### src/rtl/lc3b_types.sv
// lc3b_types: shared LC-3b word and cache-line types.
package lc3b_types;
  localparam int WORD_W = 16;
  localparam int LINE_W = 128;
  typedef logic [WORD_W-1:0] lc3b_word;
  typedef logic [LINE_W-1:0] lc3b_line;
endpackage

### src/rtl/pmem_arb_select.sv
// pmem_arb_select: grant decision for the idle arbiter, owns last_grant.
// ARB_ROUND_ROBIN_EN alternates simultaneous grants; otherwise D always wins.
module pmem_arb_select (
  input  logic clk,
  input  logic rst,
  input  logic idle,
  input  logic i_req,
  input  logic d_req,
  output logic start,
  output logic grant_d
);
  logic last_grant;
  assign start = i_req | d_req;
`ifdef ARB_ROUND_ROBIN_EN
  assign grant_d = d_req & (~i_req | ~last_grant);
`else
  logic unused_last_grant;
  assign unused_last_grant = last_grant;
  assign grant_d = d_req;
`endif
  always_ff @(posedge clk or posedge rst)
    if (rst) last_grant <= 1'b0;
    else if (idle && start) last_grant <= grant_d;
endmodule

### src/rtl/pmem_arbiter.sv
// pmem_arbiter: grants one of the I/D caches to physical memory at a time.
// Build option ARB_ROUND_ROBIN_EN selects round-robin on simultaneous requests.
module pmem_arbiter
  import lc3b_types::*;
(
  input  logic     clk,
  input  logic     rst,
  input  logic     icache_pmem_read,
  input  lc3b_word icache_pmem_address,
  output lc3b_line icache_pmem_rdata,
  output logic     icache_pmem_resp,
  input  logic     dcache_pmem_read,
  input  logic     dcache_pmem_write,
  input  lc3b_word dcache_pmem_address,
  input  lc3b_line dcache_pmem_wdata,
  output lc3b_line dcache_pmem_rdata,
  output logic     dcache_pmem_resp,
  output logic     pmem_read,
  output logic     pmem_write,
  output lc3b_word pmem_address,
  output lc3b_line pmem_wdata,
  input  lc3b_line pmem_rdata,
  input  logic     pmem_resp
);
  typedef enum logic [1:0] {IDLE, SERVE_I, SERVE_D} state_t;
  state_t state, next_state;
  logic start, grant_d, serve_i, serve_d;
  pmem_arb_select u_sel (
    .clk     (clk),
    .rst     (rst),
    .idle    (state == IDLE),
    .i_req   (icache_pmem_read),
    .d_req   (dcache_pmem_read | dcache_pmem_write),
    .start   (start),
    .grant_d (grant_d)
  );
  always_ff @(posedge clk or posedge rst)
    if (rst) state <= IDLE;
    else state <= next_state;
  always_comb begin
    serve_i = state == SERVE_I;
    serve_d = state == SERVE_D;
    next_state = state == IDLE ? (start ? (grant_d ? SERVE_D : SERVE_I) : IDLE)
               : pmem_resp ? IDLE : state;
    // a simultaneous D read+write forwards only the write
    pmem_read = serve_i ? icache_pmem_read : serve_d & dcache_pmem_read & ~dcache_pmem_write;
    pmem_write = serve_d & dcache_pmem_write;
    pmem_address = serve_i ? icache_pmem_address : serve_d ? dcache_pmem_address : '0;
    pmem_wdata = serve_d ? dcache_pmem_wdata : '0;
    icache_pmem_resp = serve_i & pmem_resp;
    dcache_pmem_resp = serve_d & pmem_resp;
    icache_pmem_rdata = serve_i ? pmem_rdata : '0;
    dcache_pmem_rdata = serve_d ? pmem_rdata : '0;
  end
endmodule

### config.mk
export PLATFORM = sky130hd
export DESIGN_NAME = pmem_arbiter
export DESIGN_NICKNAME = d
export VERILOG_FILES = /design/src/rtl/lc3b_types.sv /design/src/rtl/pmem_arb_select.sv /design/src/rtl/pmem_arbiter.sv
export SDC_FILE = /design/constraint.sdc
export NUM_CORES = 1
export LEC_CHECK = 0
export CAP_MARGIN = 5
export CORE_AREA = 2 2 272 274
export CTS_BUF_LIST = sky130_fd_sc_hd__clkbuf_4
export CTS_CLUSTER_DIAMETER = 120
export DETAILED_ROUTE_END_ITERATION = 12
export DIE_AREA = 0 0 274 276
export GPL_ROUTABILITY_DRIVEN = 0
export HOLD_SLACK_MARGIN = 0.02
export PLACE_DENSITY = 0.3
export SYNTH_ARGS = -nofsm -noshare
export SYNTH_HDL_FRONTEND = slang
export SYNTH_HIERARCHICAL = 1
export SYNTH_SLANG_ARGS = --single-unit
### constraint.sdc
create_clock -name clk -period 1.07 [get_ports clk]
set_input_delay 0.107 -clock clk [delete_from_list [all_inputs] [get_ports clk]]
set_output_delay 0.107 -clock clk [all_outputs]
set_load 0.005 [all_outputs]
=== Word-level counts from Yosys, hierarchy flattened ===
Cells that the tools add are included.
W data, S select, Z words.

* Bits in registers: 2
* Input port bits: 294
* Output and inout bits: 404
* Logic and storage cells: 23

* Equality and inequality tests: 2
* Multiplexer cells: 10
* Bitwise operators: 8
* Reductions and logical operators: 2

{| class="wikitable"
|+ Operators with widths
! kind !! number
|-
| $mux W128 || 3
|-
| $mux W16 || 2
|-
| $mux W2 || 4
|-
| $and A1 B1 Y1 || 5
|-
| $eq A2 B1 Y1 const B || 1
|-
| $eq A2 B2 Y1 const B || 1
|-
| $logic_not A2 Y1 || 1
|-
| $or A1 B1 Y1 || 2
|-
| $reduce_bool A2 Y1 || 1
|-
| $mux W1 || 1
|-
| $not A1 Y1 || 1
|}

=== Depth between registers and ports, before layout ===
Gate-level depths: netlist of run 1.

* Word-level depth: 4
* Depth in mapped cells: 4
* Mapped depth without buffers: 3

=== Cells and area by module ===
Netlist of run 1, hierarchy kept.

{| class="wikitable"
|+ By module, submodules not included
! module !! times used !! cells an instance !! area each (um2) !! seq. area each (um2)
|-
| pmem_arbiter || 1 || 463 || 2,939.1 || 50.0
|-
| pmem_arb_select || 1 || 2 || 13.8 || 0.0
|}

=== Least setup slack after synthesis of run 1 ===
No wires, ideal clock.

* Kind: register -> output
* Start point: reg state[0]
* End point: out pmem_address[10]
* Data arrival time: 1,072 ps
* Data required time: 963 ps
* Path slack: -109 ps
* Cell stages (with the launch flop): 5
* Cell sequence: dfrtp_1 and2b_1 buf_6 buf_6 a22o_1

* Longest elaborated chain between the ends: 3
* Elaborated cells on any way between the ends: 4

{| class="wikitable"
|+ Ends and longest elaborated chain
! what !! RTL line !! text
|-
| from (decl) || pmem_arbiter.sv:26 || <nowiki>state_t state, next_state;</nowiki>
|-
| from (signal assigned) || pmem_arbiter.sv:39 || <nowiki>else state <= next_state;</nowiki>
|-
| $eq A2 B2 Y1 || pmem_arbiter.sv:42 || <nowiki>serve_d = state == SERVE_D;</nowiki>
|-
| $mux W16 || pmem_arbiter.sv:48 || <nowiki>pmem_address = serve_i ? icache_pmem_address : serve_d ? dcache_pmem_address : '0;</nowiki>
|-
| $mux W16 * || pmem_arbiter.sv:48 ||
|-
| to (decl) || pmem_arbiter.sv:20 || <nowiki>output lc3b_word pmem_address,</nowiki>
|}

Every way passes the cells marked *; elsewhere a longest branch is shown, timed or not.

=== Worst setup path in the final report of run 1 ===
* Start point: reg state[0]
* End point: out dcache_pmem_rdata[102]

* Longest elaborated chain between the ends: 2

{| class="wikitable"
|+ Ends and longest elaborated chain
! what !! RTL line !! text
|-
| $eq A2 B2 Y1 || pmem_arbiter.sv:42 ||
|-
| $mux W128 || pmem_arbiter.sv:53 || <nowiki>dcache_pmem_rdata = serve_d ? pmem_rdata : '0;</nowiki>
|-
| to (decl) || pmem_arbiter.sv:16 || <nowiki>output lc3b_line dcache_pmem_rdata,</nowiki>
|}

No other way between the ends.

==> metrics, run 1 <==
Syn Std Cell Area 2950 um^2; starting utilization of the core area 0.0407; drt first pass iters 4; Cells after Synth 465; hold_buf cts 0; synth unique cells 15; Critical Path AT 1950 ps; maxcap violations 0; pin count of the biggest net entering global routing 28; startpoint types register; Post-Layout Cell Count 2,259; worst clock skew 4.05 ps; sequential power share 0.006; status complete, but fails checks; Chip Width 274 um; Sw Share 0.353; Routed Antenna Nets 0; failing checks setup timing; Tmin final 2050 ps; NetSw 7.39 mW; sequential area share after synthesis 0.0169; Slew Limit Fails 0; placed cell count 2,114; clk slew on worst S/H paths 30 ps; row count 99; Total Routing Usage GR 0.110; RSZ-0062 raised after global routing yes; dpl hpwl 35.6 mm; PnR worst setup slack -983 ps; global-route wire length before repair 58.0 mm; vias per inst 2.92; final instance area 13,700 um^2; multi-input logic area 3200 um^2; Regs by FF count state (2); routed len/inst 20.4 um; vias in the first global route 6,933; CTS tree done; Nets 1,589; total CTS buffers 3; CTS Buffer Depth 2; endpoints failing setup 406; cell internal pwr 13.5 mW; Mean Syn Cell Area 6.35 um^2; leakage 6.69 nW; Biggest register state; combinational power share 0.986; Clock Power Share 0.008; Post-Place Cell Area 11,800 um^2; relative slew slack 0.821; CP Capture Type primary output; Root Buffer Master clkbuf_4; Crit path required time 960 ps; via count 6,587; clk sinks 2; Worst Path Class, Setup reg -> out; final period utilization 1.92; f_max 487 MHz; setup TNS -279,290 ps; full die area 75,600 um^2; fraction of layout cells with a size suffix above 1 0.523; final hold violations 0; Worst-Margin Slew 268 ps; worst skew pair latency 230 ps; initial antenna violation count 12; Fillers 8,175; area of the core 72,600 um^2; Pwr Density 1530 nW/um^2; Initial DRC Count 95; Hold Path Class in -> async; Total Power 20.9 mW; flops & latches, synth 2; H-tree levels 1; area occupied by registers 50.0 um^2; Hold WS 32.3 ps; crit path max fanout 5; Largest register FFs 2; IO Pins 698; IO Port Bufs 697; Die Height 276 um; Post-Syn Nets 759; Syn. warnings 6; GRT overflow 0; maximum VDD drop 0.827 mV; Area Growth Syn to Fin 364%; WL final 46.1 mm; DRC violations left 0
## metal layers
metal | wire [um] | part of all wire | GRT usage | up-vias
li1 | - | - | - | 3078
met1 | 14300 | 0.31 | 0.0951 | 3053
met2 | 26300 | 0.57 | 0.233 | 420
met3 | 4920 | 0.11 | 0.0436 | 26
met4 | 550 | 0.012 | 0.0167 | 10
met5 | 66 | 0.0014 | 0 | -
## cells in the mapped netlist
| master | number | area [um^2] |
|---|---|---|
| inv_1 | 5 | 18.8 |
| a22o_1 | 16 | 140 |
| nor2_1 | 1 | 3.75 |
| clkbuf_2 | 37 | 185 |
| dfrtp_1 | 2 | 50.1 |
| or2_2 | 1 | 6.26 |
| and2_1 | 385 | 2410 |
| nor2b_2 | 1 | 8.76 |
| buf_6 | 2 | 22.5 |
| buf_4 | 6 | 45.0 |
| nor3_1 | 2 | 10.0 |
| a32o_1 | 3 | 30.0 |
| or2_1 | 1 | 6.26 |
| and2b_1 | 1 | 7.51 |
| buf_2 | 2 | 10.0 |
## placed cells by master (no fill, tap or decap)
cell type | synthesis | layout
a22o_1 | 16 | 7
a22o_4 | 0 | 9
a32o_1 | 3 | 3
and2_1 | 385 | 187
and2_4 | 0 | 198
and2b_4 | 0 | 1
buf_12 | 0 | 33
buf_16 | 0 | 14
buf_2 | 2 | 68
buf_4 | 6 | 81
buf_6 | 2 | 130
buf_8 | 0 | 12
bufbuf_16 | 0 | 1
clkbuf_16 | 0 | 11
clkbuf_2 | 37 | 29
clkbuf_4 | 0 | 3
clkdlybuf4s15_1 | 0 | 10
clkdlybuf4s15_2 | 0 | 84
clkdlybuf4s50_1 | 0 | 323
dfrtp_1 | 2 | 2
diode_2 | 0 | 7
dlygate4sd2_1 | 0 | 35
dlymetal6s2s_1 | 0 | 41
inv_1 | 5 | 5
nor2_1 | 1 | 1
nor2b_4 | 0 | 1
nor3_1 | 2 | 2
or2_1 | 1 | 1
or2_2 | 1 | 1
## critical path: stages, from the launching register on
cell and delay [ps]:
dfrtp_1 410, nor2b_4 170, buf_4 140, buf_12 130, bufbuf_16 250, and2_4 120, clkdlybuf4s50_1 480
## what timing repair did
action	4_1_cts	5_1_grt
setup buffers	61	52
gates cloned	13	12
setup endpoints to repair	406	406
resized for setup	887	357
pin swaps	37	12
## cells by family after synthesis
group,share of synthesized area
simple gates,0.830
buf+inv,0.0953
flops,0.0169
compound gates,0.0576
## path summary, 6_finish.rpt
path / startpoint / endpoint / slack (ps) / cells after the start
worst min-delay path: rst / state[1] / 30 / 2
min in group clk: state[1] / state[1] / 630 / 2
worst max-delay path: state[0] / dcache_pmem_rdata[102] / -980 / 6
worst max register to register: state[0] / state[0] / 80 / 3
worst min register to register: state[1] / state[1] / 630 / 2
max in group asynchronous: rst / state[0] / 930 / 2
## power groups by stage
stage / clock network, mW / logic (mW) / registers [mW]
finish: 0.171 / 20.6 / 0.124
global route: 0.187 / 22.1 / 0.128
CTS: 0.183 / 19.0 / 0.124
detailed placement: 0 / 15.5 / 0.125
global placement: 0 / 15.7 / 0.128
floorplan: 0 / 5.91 / 0.126
## layout make-up
| class | count | share of cell area |
|---|---|---|
| Timing Repair Buffer | 872 | 0.671 |
| Clock buffer | 3 | 0.00164 |
| Sequential cell | 2 | 0.00365 |
| Tap cell | 959 | 0.0876 |
| Inverter | 5 | 0.00137 |
| Antenna cell | 7 | 0.00128 |
| Multi-Input combinational cell | 411 | 0.234 |
## per-stage QoR
| step | setup slack (ps) | utilization |
|---|---|---|
| 2_1_floorplan | -91.2 | - |
| 3_3_place_gp | -888 | 0.162 |
| 3_5_place_dp | -890 | 0.162 |
| 4_1_cts | -1030 | 0.178 |
| 5_1_grt | -1040 | 0.189 |
| 6_report | -983 | 0.189 |
No activity file was read; power rests on OpenSTA's default activity.
==> inputs of run 2 (changes only) <==
- ABC_CLOCK_PERIOD_IN_PS: not set -> 2050
- clock period: 1.07 -> 2.05 ns (I/O delays scaled with it)
==> run 2 against run 1 <==
Net effect:
- the run still ends with setup timing left
- global-route usage fell by 1.8 points
- worst hold slack better by 130 ps
- die area is the same
- critical path type unchanged
- largest power group unchanged
==> metrics, run 2 (synthesis results as in run 1) <==
Biggest register state; Nets 1,485; Post-Layout Cell Count 2,154; Regs by FF count state (2); critical path's slowest cell clkdlybuf4s50_1; multi-input logic area 2650 um^2; cell internal pwr 4.72 mW; final hold violations 0; dpl hpwl 33.9 mm; via count 6,077; vias per inst 2.82; Largest register FFs 2; Critical Path AT 1950 ps; Root Buffer Master clkbuf_4; worst clock skew 0.940 ps; Sw Share 0.394; Initial DRC Count 94; placed cell count 2,102; H-tree levels 1; Crit path largest cell delay 530 ps; most frequent cells in the layout clkdlybuf4s50_1, and2_1, dlymetal6s2s_1; Worst-Margin Slew 230 ps; CP Capture Type primary output; starting utilization of the core area 0.0407; IO Pins 698; Hold Path Class in -> async; endpoints failing setup 121; vias in the first global route 6,074; final core occ 0.169; failing checks setup timing; RSZ-0062 raised after global routing yes; DRC violations left 0; row count 99; status complete, but fails checks; relative slew slack 0.846; PnR worst setup slack -105 ps; maximum VDD drop 0.299 mV; NetSw 3.06 mW; pin count of the biggest net entering global routing 58; clk slew on worst S/H paths 30 ps; startpoint types register; f_max 464 MHz; clk sinks 2; area occupied by registers 50.0 um^2; area of the core 72,600 um^2; total CTS buffers 3; worst skew pair latency 230 ps; full die area 75,600 um^2; drt first pass iters 4; Total Routing Usage GR 0.0921; worst path cell trace nor2b_4 -> buf_4 -> clkbuf_16 -> and2_1 -> clkdlybuf4s50_1; final period utilization 1.05; combinational power share 0.980; routed len/inst 19.9 um; Clock Power Share 0.011; CP Launch Point state[0]; Slew Limit Fails 0; Area Growth Syn to Fin 316%; CTS tree done; CTS Buffer Depth 2; Chip Width 274 um; initial antenna violation count 24; Crit path required time 1850 ps; global-route wire length before repair 49.1 mm; Die Height 276 um; worst flop-to-flop path startpoint state[1]; maxcap violations 0; Routed Antenna Nets 0; Pwr Density 632 nW/um^2; GRT overflow 0; Tmin final 2150 ps; most common cell after layout, fill and taps aside clkdlybuf4s50_1; Worst Path Class, Setup reg -> out; DP Worst Slack -53.2 ps; WL final 42.9 mm; Fillers 8,241; leakage 7.79 nW; IO Port Bufs 697; sequential power share 0.009; crit path max fanout 11; fraction of layout cells with a size suffix above 1 0.0715; Hold WS 158 ps
## run 2: cell type report
type / instances / area share
repair buffers: 768 / 0.678
multi-input cells: 411 / 0.215
well taps: 959 / 0.0976
flip-flops and latches: 2 / 0.00407
clock buffers: 3 / 0.00183
inverters: 5 / 0.00153
diodes: 6 / 0.00122
## run 2: critical path: cells and delay by family, from the launching register on
| family | cells | cell delay (ps) |
|---|---|---|
| buf+inv | 3 | 920 |
| flops | 1 | 420 |
| simple gates | 2 | 370 |
## run 2: final timing paths
| kind | end | slack [ps] | depth (start not counted) |
|---|---|---|---|
| worst max-delay path | dcache_pmem_rdata[74] | -100 | 5 |
| max in group asynchronous | state[0] | 1780 | 2 |
| min in group clk | state[0] | 800 | 3 |
| worst min register to register | state[0] | 820 | 2 |
| worst min-delay path | state[1] | 160 | 2 |
| worst max register to register | state[1] | 890 | 4 |
## run 2: routing by layer
| metal | global-route usage | routed length (um) |
|---|---|---|
| met1 | 0.0952 | 15800 |
| met2 | 0.175 | 21900 |
| met3 | 0.0394 | 4560 |
| met4 | 0.00975 | 505 |
| met5 | 0 | 103 |
## run 2: per-stage QoR
step | setup TNS, ps | power, mW | instance area, um^2
after floorplan | 0 | 2.27 | 2950
after global routing | -15700 | 8.42 | 12300
final | -4680 | 7.78 | 12300
after global placement | -338 | 7.45 | 11200
after detailed placement | -151 | 7.31 | 11200
after CTS | -24740 | 7.33 | 11200
## run 2: power groups by stage
| stage | registers (mW) | logic, mW | clock network [mW] |
|---|---|---|---|
| 2_1_floorplan | 0.0660 | 2.20 | 0 |
| 3_5_place_dp | 0.0673 | 7.24 | 0 |
| 5_1_grt | 0.0669 | 8.25 | 0.0992 |
| 3_3_place_gp | 0.0651 | 7.38 | 0 |
| 4_1_cts | 0.0670 | 7.16 | 0.0959 |
| 6_report | 0.0664 | 7.62 | 0.0885 |
## run 2: timing repair
action,4_1_cts,5_1_grt
endpoints found under the setup margin,366,294
buffers inserted,1,27
gates resized for setup,118,208
cloned,1,14
pin swaps,1,0
hold buffers,0,0
